<file path="src/rtl/nbbpu_sequencer.sv">
// NBBPU instruction-cycle sequencer: owns the FSM, ROM/RAM ready handshakes, timeout, halt and retire count.
// Optional single-step control is compiled in with `define SINGLE_STEP_EN (adds the step port).
module nbbpu_sequencer #(
    parameter int unsigned WAIT_LIMIT   = 16,
    parameter int unsigned RETIRE_WIDTH = 16,
    parameter bit          HALT_ON_RES  = 1'b1
) (
    input  logic                    clock,
    input  logic                    reset,
    input  logic                    enable,
`ifdef SINGLE_STEP_EN
    input  logic                    step,
`endif
    input  logic [3:0]              opcode,
    input  logic                    rom_ready,
    input  logic                    ram_ready,
    output logic                    instruction_enable,
    output logic                    read_enable,
    output logic                    reg_write,
    output logic                    reg_set,
    output logic                    write_enable,
    output logic                    jump_PC,
    output logic                    branch_PC,
    output logic [2:0]              state,
    output logic                    halted,
    output logic                    fault,
    output logic [RETIRE_WIDTH-1:0] retired
);

    localparam logic [3:0] OP_JMP = 4'd8;
    localparam logic [3:0] OP_BRZ = 4'd9;
    localparam logic [3:0] OP_BRN = 4'd10;
    localparam logic [3:0] OP_RES = 4'd11;
    localparam logic [3:0] OP_LOD = 4'd12;
    localparam logic [3:0] OP_STR = 4'd13;
    localparam logic [3:0] OP_SEL = 4'd14;
    localparam logic [3:0] OP_SEU = 4'd15;

    // Counter only needs to hold WAIT_LIMIT-1: the edge that would reach WAIT_LIMIT goes to FAULT.
    localparam int unsigned    WCW     = (WAIT_LIMIT > 1) ? $clog2(WAIT_LIMIT) : 1;
    localparam logic [WCW-1:0] WC_LAST = (WAIT_LIMIT == 0) ? '0 : WCW'(WAIT_LIMIT - 1);

    typedef enum logic [2:0] {
        S_IDLE    = 3'd0,
        S_FETCH   = 3'd1,
        S_DECODE  = 3'd2,
        S_EXECUTE = 3'd3,
        S_MEMWAIT = 3'd4,
        S_STORE   = 3'd5,
        S_HALT    = 3'd6,
        S_FAULT   = 3'd7
    } state_t;

    state_t         state_q;
    logic [3:0]     opcode_q;
    logic [WCW-1:0] wait_count;
    logic           timeout;
    logic           is_alu, is_jmp, is_br, is_lod, is_str, is_set, is_mem;

    assign state   = state_q;
    assign timeout = (WAIT_LIMIT != 0) && (wait_count == WC_LAST);

    assign is_alu = ~opcode_q[3];
    assign is_jmp = (opcode_q == OP_JMP);
    assign is_br  = (opcode_q == OP_BRZ) || (opcode_q == OP_BRN);
    assign is_lod = (opcode_q == OP_LOD);
    assign is_str = (opcode_q == OP_STR);
    assign is_set = (opcode_q == OP_SEL) || (opcode_q == OP_SEU);
    assign is_mem = is_lod || is_str;

`ifdef SINGLE_STEP_EN
    logic step_q;
    logic step_mode;
    logic step_rise;

    assign step_rise = step & ~step_q;
`endif

    always_ff @(posedge clock or negedge reset) begin
        if (!reset) begin
            state_q    <= S_IDLE;
            opcode_q   <= '0;
            wait_count <= '0;
            retired    <= '0;
            halted     <= 1'b0;
            fault      <= 1'b0;
`ifdef SINGLE_STEP_EN
            step_q     <= 1'b0;
            step_mode  <= 1'b0;
`endif
        end else begin
`ifdef SINGLE_STEP_EN
            step_q <= step;
`endif
            case (state_q)
                S_IDLE: begin
                    if (enable) begin
                        state_q <= S_FETCH;
                    end
`ifdef SINGLE_STEP_EN
                    else if (step_rise) begin
                        state_q   <= S_FETCH;
                        step_mode <= 1'b1;
                    end
`endif
                end
                S_FETCH: begin
                    if (rom_ready) begin
                        opcode_q   <= opcode;
                        wait_count <= '0;
                        state_q    <= S_DECODE;
                    end else if (timeout) begin
                        state_q <= S_FAULT;
                        fault   <= 1'b1;
                    end else if (WAIT_LIMIT != 0) begin
                        wait_count <= wait_count + WCW'(1);
                    end
                end
                S_DECODE: begin
                    if (HALT_ON_RES && (opcode_q == OP_RES)) begin
                        state_q <= S_HALT;
                        halted  <= 1'b1;
                    end else begin
                        state_q <= S_EXECUTE;
                    end
                end
                S_EXECUTE: begin
                    state_q <= (is_mem && !ram_ready) ? S_MEMWAIT : S_STORE;
                end
                S_MEMWAIT: begin
                    if (ram_ready) begin
                        wait_count <= '0;
                        state_q    <= S_STORE;
                    end else if (timeout) begin
                        state_q <= S_FAULT;
                        fault   <= 1'b1;
                    end else if (WAIT_LIMIT != 0) begin
                        wait_count <= wait_count + WCW'(1);
                    end
                end
                S_STORE: begin
                    retired <= retired + RETIRE_WIDTH'(1);
`ifdef SINGLE_STEP_EN
                    if (step_mode) begin
                        step_mode <= 1'b0;
                        state_q   <= S_IDLE;
                    end else
`endif
                    state_q <= enable ? S_FETCH : S_IDLE;
                end
                S_HALT: begin
`ifdef SINGLE_STEP_EN
                    if (step_rise) begin
                        state_q   <= S_FETCH;
                        halted    <= 1'b0;
                        step_mode <= 1'b1;
                    end
`endif
                end
                default: state_q <= S_FAULT;
            endcase
        end
    end

    // Strobes depend only on the latched opcode so the ROM bus may change after FETCH.
    always_comb begin
        instruction_enable = 1'b0;
        read_enable        = 1'b0;
        reg_write          = 1'b0;
        reg_set            = 1'b0;
        write_enable       = 1'b0;
        jump_PC            = 1'b0;
        branch_PC          = 1'b0;
        case (state_q)
            S_FETCH: instruction_enable = 1'b1;
            S_DECODE: begin
                jump_PC   = is_jmp;
                branch_PC = is_br;
            end
            S_EXECUTE, S_MEMWAIT: begin
                jump_PC      = is_jmp;
                branch_PC    = is_br;
                read_enable  = is_lod;
                write_enable = is_str;
                reg_set      = is_set;
            end
            S_STORE: begin
                jump_PC      = is_jmp;
                branch_PC    = is_br;
                read_enable  = is_lod;
                write_enable = is_str;
                reg_set      = is_set;
                reg_write    = is_alu || is_jmp || is_lod || is_set;
            end
            default: ;
        endcase
    end

endmodule

</file>
<file path="config.mk">
export PLATFORM = sky130hd
export DESIGN_NAME = nbbpu_sequencer
export DESIGN_NICKNAME = d
export VERILOG_FILES = /design/src/rtl/nbbpu_sequencer.sv
export SDC_FILE = /design/constraint.sdc
export NUM_CORES = 1
export LEC_CHECK = 0
export CORE_MARGIN = 4
export CORE_UTILIZATION = 45
export CTS_CLUSTER_SIZE = 8
export DETAILED_ROUTE_END_ITERATION = 10
export PLACE_DENSITY = 0.73
export SLEW_MARGIN = 20
export SYNTH_ARGS = -nofsm -noshare
export SYNTH_HDL_FRONTEND = slang
export SYNTH_SLANG_ARGS = --single-unit
</file>
<file path="constraint.sdc">
create_clock -name clock -period 2.1 [get_ports clock]
set_input_delay 0.525 -clock clock [delete_from_list [all_inputs] [get_ports clock]]
set_output_delay 0.525 -clock clock [all_outputs]
set_load 0.02 [all_outputs]
</file>
* Yosys cells after proc, flatten, opt, wreduce, memory -nomap -nowiden
Index checks and enable logic that the tools add are counted.
Storage, ports and cells: register bits after elaboration 29, bits of input ports 9
Cells by class: $add $sub $neg 2, eq/ne operators 18, multiplexer cells 23, bitwise operators 2, reduce and logical (&&, ||, !) cells 16
Operators with widths (count):
- $eq 4x4->1 const B | 9
- $pmux 3 s7 | 1
- $add 16x1->16 const B | 1
- $mux 3 | 5
- $mux 1 | 12
- $mux 4 | 3
- $eq 3x3->1 const B | 3
- $pmux 4 s2 | 1
- $eq 3x2->1 const B | 2
- $logic_or 1x1->1 | 6
- $ne 2x2->1 const B | 3
- $reduce_and 2->1 | 3
- $add 4x1->4 const B | 1
- $reduce_or 4->1 | 1
- $eq 3x1->1 const B | 1
- $logic_not 3->1 | 1
- $reduce_and 3->1 | 1
- $reduce_or 3->1 | 1
- $not 1->1 | 2
- $pmux 1 s2 | 1
- $reduce_bool 2->1 | 1
- $logic_and 1x1->1 | 1
- $logic_not 1->1 | 1

* Logic depth before layout (Yosys ltp)
Gate-level depths: netlist of the first run.
depth after elaboration 5, gate-level depth with buffers 6

* Least setup slack after synthesis of the first run
No wires, ideal clock.
path kind register to output, start reg state_q[2] (netlist: state[2]), end out write_enable, data arrival time 1.711 ns, required time 1.575 ns, path slack -0.136 ns, stages on the path, launching flop included 6, buffers on the path 1, cells stage by stage dfrtp_1 buf_4 nor2b_1 a21oi_1 or2_2 nor3b_1
Between the ends: cells in the longest elaborated chain, start to end 3, elaborated cells on any way between the ends 5, classes of those cells eq/ne (3); mux (1); reduce/logical (1)
RTL lines:
- from (decl) | line 54 | state_t state_q;
- from (signal assigned) | line 128 | state_q <= (is_mem && !ram_ready) ? S_MEMWAIT : S_STORE;
- from (signal assigned) | line 149 | state_q <= enable ? S_FETCH : S_IDLE;
- $eq 3x3->1 or $eq 3x2->1 (tied branches) | line 174 | case (state_q)
- $reduce_or 3->1 (no line) (*)
- $mux 1 (*) | line 174
- to (decl) | line 21 | output logic write_enable,
Every way passes the cells marked *; elsewhere a longest branch is shown, timed or not.

* Worst setup path after layout of the first run
Same ends and word-level chain as after synthesis.

==> out/summary.txt, run 1 <==
result of the run = finished clean
IR Drop Worst-Case VDD = 0.000781 V
clock tree skew after final layout = 0.0132 ns
max-slew violation count = 0
number of nets in the final layout = 212
maximum number of pins on one net before global-route repair = 30
Yosys reg bits = 29
CTS tree = built
initial core utilization = 0.479
Total GRT Usage = 0.171
average cell area after synthesis = 10.1 um^2
count of distinct cell types in the synthesized netlist = 38
RSZ-0062 raised after global routing = yes
Detailed Route Iter0 Violations = 64
maximum root-to-sink buffer count = 2
max-cap check violation count = 0
number of global-route vias before repair = 1,279
area delta synth->final = 40.9%
H-tree depth = 2
cell chosen for the clock root = clkbuf_4
DP Cell Count = 235
Relative slew margins = 0.749
fraction of layout instances using a drive strength above 1 = 0.233
clock sink count = 29
routed wire length = 3380 um
IO Count = 37
site row count = 20
global placement routability congestion = 0.819
min-delay worst type = reg2reg
clock-pin slew of the registers on the worst-case setup and hold paths = 0.09 ns
area of the mapped netlist = 0.00149 mm^2
Finished Layout Cells = 246
Max Clock Freq = 482 MHz
CTS buffer count = 5
full die area = 0.00429 mm^2
portion of the clock cycle consumed by the worst path in the final layout = 0.989
leakage power = 0.931 nW
kind of capture point of the worst setup path = output pin
highest net fanout along the worst path = 4
slowest stage delay, CP = 0.43 ns
Via density = 5.25
post-synthesis cell count = 148
vias after detailed routing = 1,292
WP data arrival = 1.55 ns
minimum clock period = 2.08 ns
antenna violations before repair = 0
sequential cell area fraction in the yosys report = 0.488
PortBufs = 36
HPWL after detailed placement = 2420 um
wire length of the first global-routing pass = 5690 um
Detail Route Antenna Nets = 0
Power per Cell Area = 1260 mW/mm^2
DRC violations left = 0
worst setup path category = reg2out
cell with the largest stage delay on the worst path = dfrtp_1
height of the die = 65.5 um
Tightest Pin Transition = 0.377 ns
Setup violations, final = 0
Final Hold Slack = 0.472 ns
Core Region = 0.00310 mm^2
first drt pass iteration count = 4
horizontal die dimension = 65.5 um
filler cell count in the final layout = 277
WP data required = 1.57 ns
leading cell type in the layout, fill and taps excluded = dfrtp_1
net count of the mapped netlist = 159
kind of start point of the critical path = flop
warning count from the yosys run = 0
clock latency of the later-clocked register in the worst-skew pair = 0.33 ns
cells along the critical path = nor2b_2 -> a21oi_1 -> or2_4 -> nor3b_2 -> buf_4
total count of hold-check failures in the final report = 0
residual overflow from global routing = 0
leading cell types in the layout, fill and taps excluded = dfrtp_1 (28), clkdlybuf4s50_1 (27), buf_4 (20)
wire length per cell after detailed routing = 13.7 um
diodes inserted = 0
[synth_stat cells, drive strengths merged]
library cell	number	area [um^2]
nand4	4	25.0
nor2b	2	12.5
nand2b	1	6.26
ha	2	25.0
nand2	15	56.3
a211oi	2	20.0
and3	4	25.0
a21o	1	7.51
xnor2	15	131
or2	2	12.5
o211ai	2	15.0
clkbuf	1	3.75
o21a	1	7.51
and3b	1	8.76
o41ai	1	8.76
inv	1	3.75
a31oi	1	6.26
dfrtp	29	726
nand3b	3	22.5
or3b	2	17.5
mux2	3	33.8
buf	5	30.0
nor3	5	25.0
o21ai	5	25.0
nor3b	2	20.0
or2b	2	15.0
a21oi	10	53.8
nand3	7	35.0
a31o	1	8.76
xor2	3	26.3
mux2i	1	10.0
a41oi	1	8.76
nor2	12	45.0
and4b	1	10.0
[layout make-up]
| cell class | instances | area, um^2 | share of cell area |
|---|---|---|---|
| clock inverter | 2 | 37.5 | 0.0179 |
| tap | 44 | 55.1 | 0.0263 |
| clock buffer | 6 | 51.3 | 0.0245 |
| multi-input combinational | 112 | 754 | 0.360 |
| inverter | 1 | 3.75 | 0.00179 |
| sequential | 29 | 727 | 0.347 |
| timing repair buffer | 52 | 467 | 0.223 |
[cell families after synthesis]
logic type	Yosys count	synth area share
and+or+nand+nor	63	0.226
adders and majority gates	2	0.0168
xor gates and xnor gates	18	0.106
AOI/OAI and AO/OA	25	0.108
buffers and inverters	7	0.0252
DFF	29	0.488
muxes	4	0.0294
[report_power, final]
part / leakage [nW] / switching [mW] / internal [mW] / total, mW
Combinational: 0.505 / 0.624 / 0.646 / 1.27
Sequential: 0.381 / 0.174 / 0.702 / 0.876
Clock: 0.0445 / 0.214 / 0.283 / 0.497
Total: 0.931 / 1.01 / 1.63 / 2.64
[path summary, 6_finish.rpt]
kind | startpoint | to | slack, ns | cells past startpoint
min in group asynchronous | reset | retired[3] | 0.57 | 2
max in group asynchronous | reset | state[1] | 1.23 | 2
worst max-delay path | state[2] | write_enable | 0.02 | 5
worst min-delay path | retired[15] | retired[15] | 0.47 | 1
worst max register to register | state[2] | opcode_q[2] | 0.31 | 6
worst min register to register | retired[15] | retired[15] | 0.47 | 1
[worst max-delay path: cells and delay by family (launching register included)]
family / cells / cell delay, ns
buffers and inverters: 1 / 0.16
and+or+nand+nor: 3 / 0.55
AOI/OAI and AO/OA: 1 / 0.08
DFF: 1 / 0.43
[routing by layer]
| layer | routed length, um | GRT usage | part of all wire | vias to the layer above |
|---|---|---|---|---|
| li1 | - | - | - | 626 |
| met1 | 1430 | 0.191 | 0.42 | 627 |
| met2 | 1710 | 0.307 | 0.51 | 37 |
| met3 | 209 | 0.0547 | 0.062 | 2 |
| met4 | 27 | 0.0544 | 0.0080 | 0 |
| met5 | 0 | 0 | 0 | - |
[state kept, by name, indices dropped and copies added, names as in the netlist]
signal / flops
wait_count: 4
halted: 1
opcode_q: 4
retired: 16
fault: 1
state: 3
[stage by stage]
step                      setup TNS [ns]   util  worst slack [ns]  area (um^2)  total power, mW
after global placement            -0.257  0.637            -0.122         1980             2.05
after floorplan                        0      -            0.0131         1500             1.58
after global routing              -0.173  0.675           -0.0739         2100             2.82
after CTS                       -0.00270  0.663          -0.00243         2060             2.60
final                                  0  0.675            0.0238         2100             2.64
after detailed placement          -0.435  0.637            -0.178         1980             2.09
[timing repair]
item | in CTS | in global routing
gates cloned | 0 | 0
setup endpoints to repair | 7 | 9
gates resized for setup | 32 | 11
hold buffers | 0 | 0
pin swaps | 0 | 3
setup buffers | 1 | 2
(Power assumes the default switching activity.)
==> run 2, diff against run 1 <==
- SETUP_SLACK_MARGIN: unset -> 0.5
==> run 2 against run 1 <==
  * The run now ends with setup timing left
  * Clock power down 2%
  * First-iteration DRC count up 70%
  * Clock skew down 0.0021 ns
  * Combinational power up 53%
==> out/summary.txt, run 2 (synthesis results as in run 1) <==
result of the run = complete, but fails checks
violations in the final reports = setup timing
H-tree depth = 2
first drt pass iteration count = 4
Critical Path Stages = 5
global placement routability congestion = 0.839
combined buffer and inverter count along the critical path = 1
IR Drop Worst-Case VDD = 0.000969 V
PortBufs = 36
cell chosen for the clock root = clkbuf_4
residual overflow from global routing = 0
Detail Route Antenna Nets = 0
registers with the highest flip-flop counts = retired: 16 flops, opcode_q: 4 flops, wait_count: 4 flops
cells along the critical path = nor2b_4 -> a21oi_2 -> or2_4 -> nor3b_4 -> buf_6
final non-filler cell area = 0.00255 mm^2
number of global-route vias before repair = 1,469
Worst R2R Path Depth = 7
HPWL after detailed placement = 2550 um
area taken by multi-input logic gates = 928 um^2
clock-pin slew of the registers on the worst-case setup and hold paths = 0.10 ns
Finished Layout Cells = 275
kind of capture point of the worst setup path = output pin
number of nets in the final layout = 241
wire length per cell after detailed routing = 17.3 um
CTS tree = built
slowest stage delay, CP = 0.43 ns
worst path setup slack after routing = -0.0334 ns
wire length of the first global-routing pass = 7010 um
max-cap check violation count = 0
critical path startpoint = state[2]
Via density = 5.42
diodes inserted = 0
filler cell count in the final layout = 207
initial core utilization = 0.479
horizontal die dimension = 65.5 um
r2r endpoint = opcode_q[0]
minimum clock period = 2.13 ns
RSZ-0062 raised after global routing = yes
cell with the largest stage delay on the worst path = dfrtp_2
hold buffer count at cts = 0
routed wire length = 4760 um
clock tree skew after final layout = 0.0111 ns
total count of hold-check failures in the final report = 0
fraction of layout instances using a drive strength above 1 = 0.519
vias after detailed routing = 1,490
clock sink count = 29
register area = 729 um^2
maximum number of pins on one net before global-route repair = 30
antenna violations before repair = 0
highest net fanout along the worst path = 5
min-delay worst type = reg2reg
clock latency of the later-clocked register in the worst-skew pair = 0.34 ns
Final Hold Slack = 0.471 ns
Max Clock Freq = 469 MHz
post-placement worst setup slack = -0.119 ns
Total GRT Usage = 0.217
Tightest Pin Transition = 0.377 ns
largest register by flop count = retired
Power per Cell Area = 1290 mW/mm^2
leading cell types in the layout, fill and taps excluded = buf_4 (34), dfrtp_1 (26), buf_6 (20)
portion of the clock cycle consumed by the worst path in the final layout = 1.02
flip-flop count of the largest register after layout = 16
Setup crit end = write_enable
cell type group with the largest total delay on the critical path = simple AND/OR/NAND/NOR gates
IO Count = 37
site row count = 20
CTS buffer count = 5
max-slew violation count = 0
height of the die = 65.5 um
maximum root-to-sink buffer count = 2
Relative slew margins = 0.749
post-place instance area = 0.00203 mm^2
leading cell type in the layout, fill and taps excluded = buf_4
WP data arrival = 1.61 ns
DRC violations left = 0
worst setup path category = reg2out
R2R Path Start = state[2]
WP data required = 1.57 ns
DP Cell Count = 234
area delta synth->final = 71.5%
slack of the worst reg-to-reg path = 0.17 ns
full die area = 0.00429 mm^2
leakage power = 1.14 nW
Setup violations, final = 2
Core Region = 0.00310 mm^2
Detailed Route Iter0 Violations = 109
kind of start point of the critical path = flop
run 2: area by class of cell:
cell class / instances / share of cell area
Sequential cell: 29 / 0.286
Tap cell: 44 / 0.0216
Clock buffer: 7 / 0.0216
Timing Repair Buffer: 81 / 0.294
Clock inverter: 1 / 0.0118
Multi-Input combinational cell: 112 / 0.364
Inverter: 1 / 0.00147
run 2: per-stage QoR:
stage	utilization	total power, mW	setup TNS (ns)
2_1_floorplan	-	1.73	0
5_1_grt	0.822	3.47	-0.325
3_3_place_gp	0.655	2.16	-0.139
4_1_cts	0.752	2.96	-0.00209
3_5_place_dp	0.655	2.20	-0.264
6_report	0.822	3.29	-0.0638
run 2: worst min-delay path by stage:
stage | startpoint | endpoint | slack (ns) | cells after the start
6_report | fault | fault | 0.47 | 1
5_1_grt | halted | halted | 0.48 | 1
4_1_cts | halted | halted | 0.47 | 1
3_5_place_dp | fault | fault | 0.45 | 1
3_3_place_gp | fault | fault | 0.45 | 1
2_1_floorplan | reset | fault | 0.23 | 0
run 2: power breakdown:
group	switching [mW]	internal, mW	total (mW)
sequential	0.164	0.706	0.870
combinational	0.936	1.00	1.94
clock	0.200	0.284	0.485
total	1.30	1.99	3.29
run 2: layer usage:
layer	global-route usage	part of all wire	up-vias
li1	-	-	689
met1	0.250	0.39	733
met4	0.0855	0.027	0
met2	0.378	0.53	53
met3	0.0615	0.051	15
met5	0	0	-
run 2: what timing repair did:
action | 4_1_cts | 5_1_grt
endpoints found under the setup margin | 46 | 44
pin swaps | 18 | 12
setup buffers | 12 | 21
resized for setup | 133 | 26
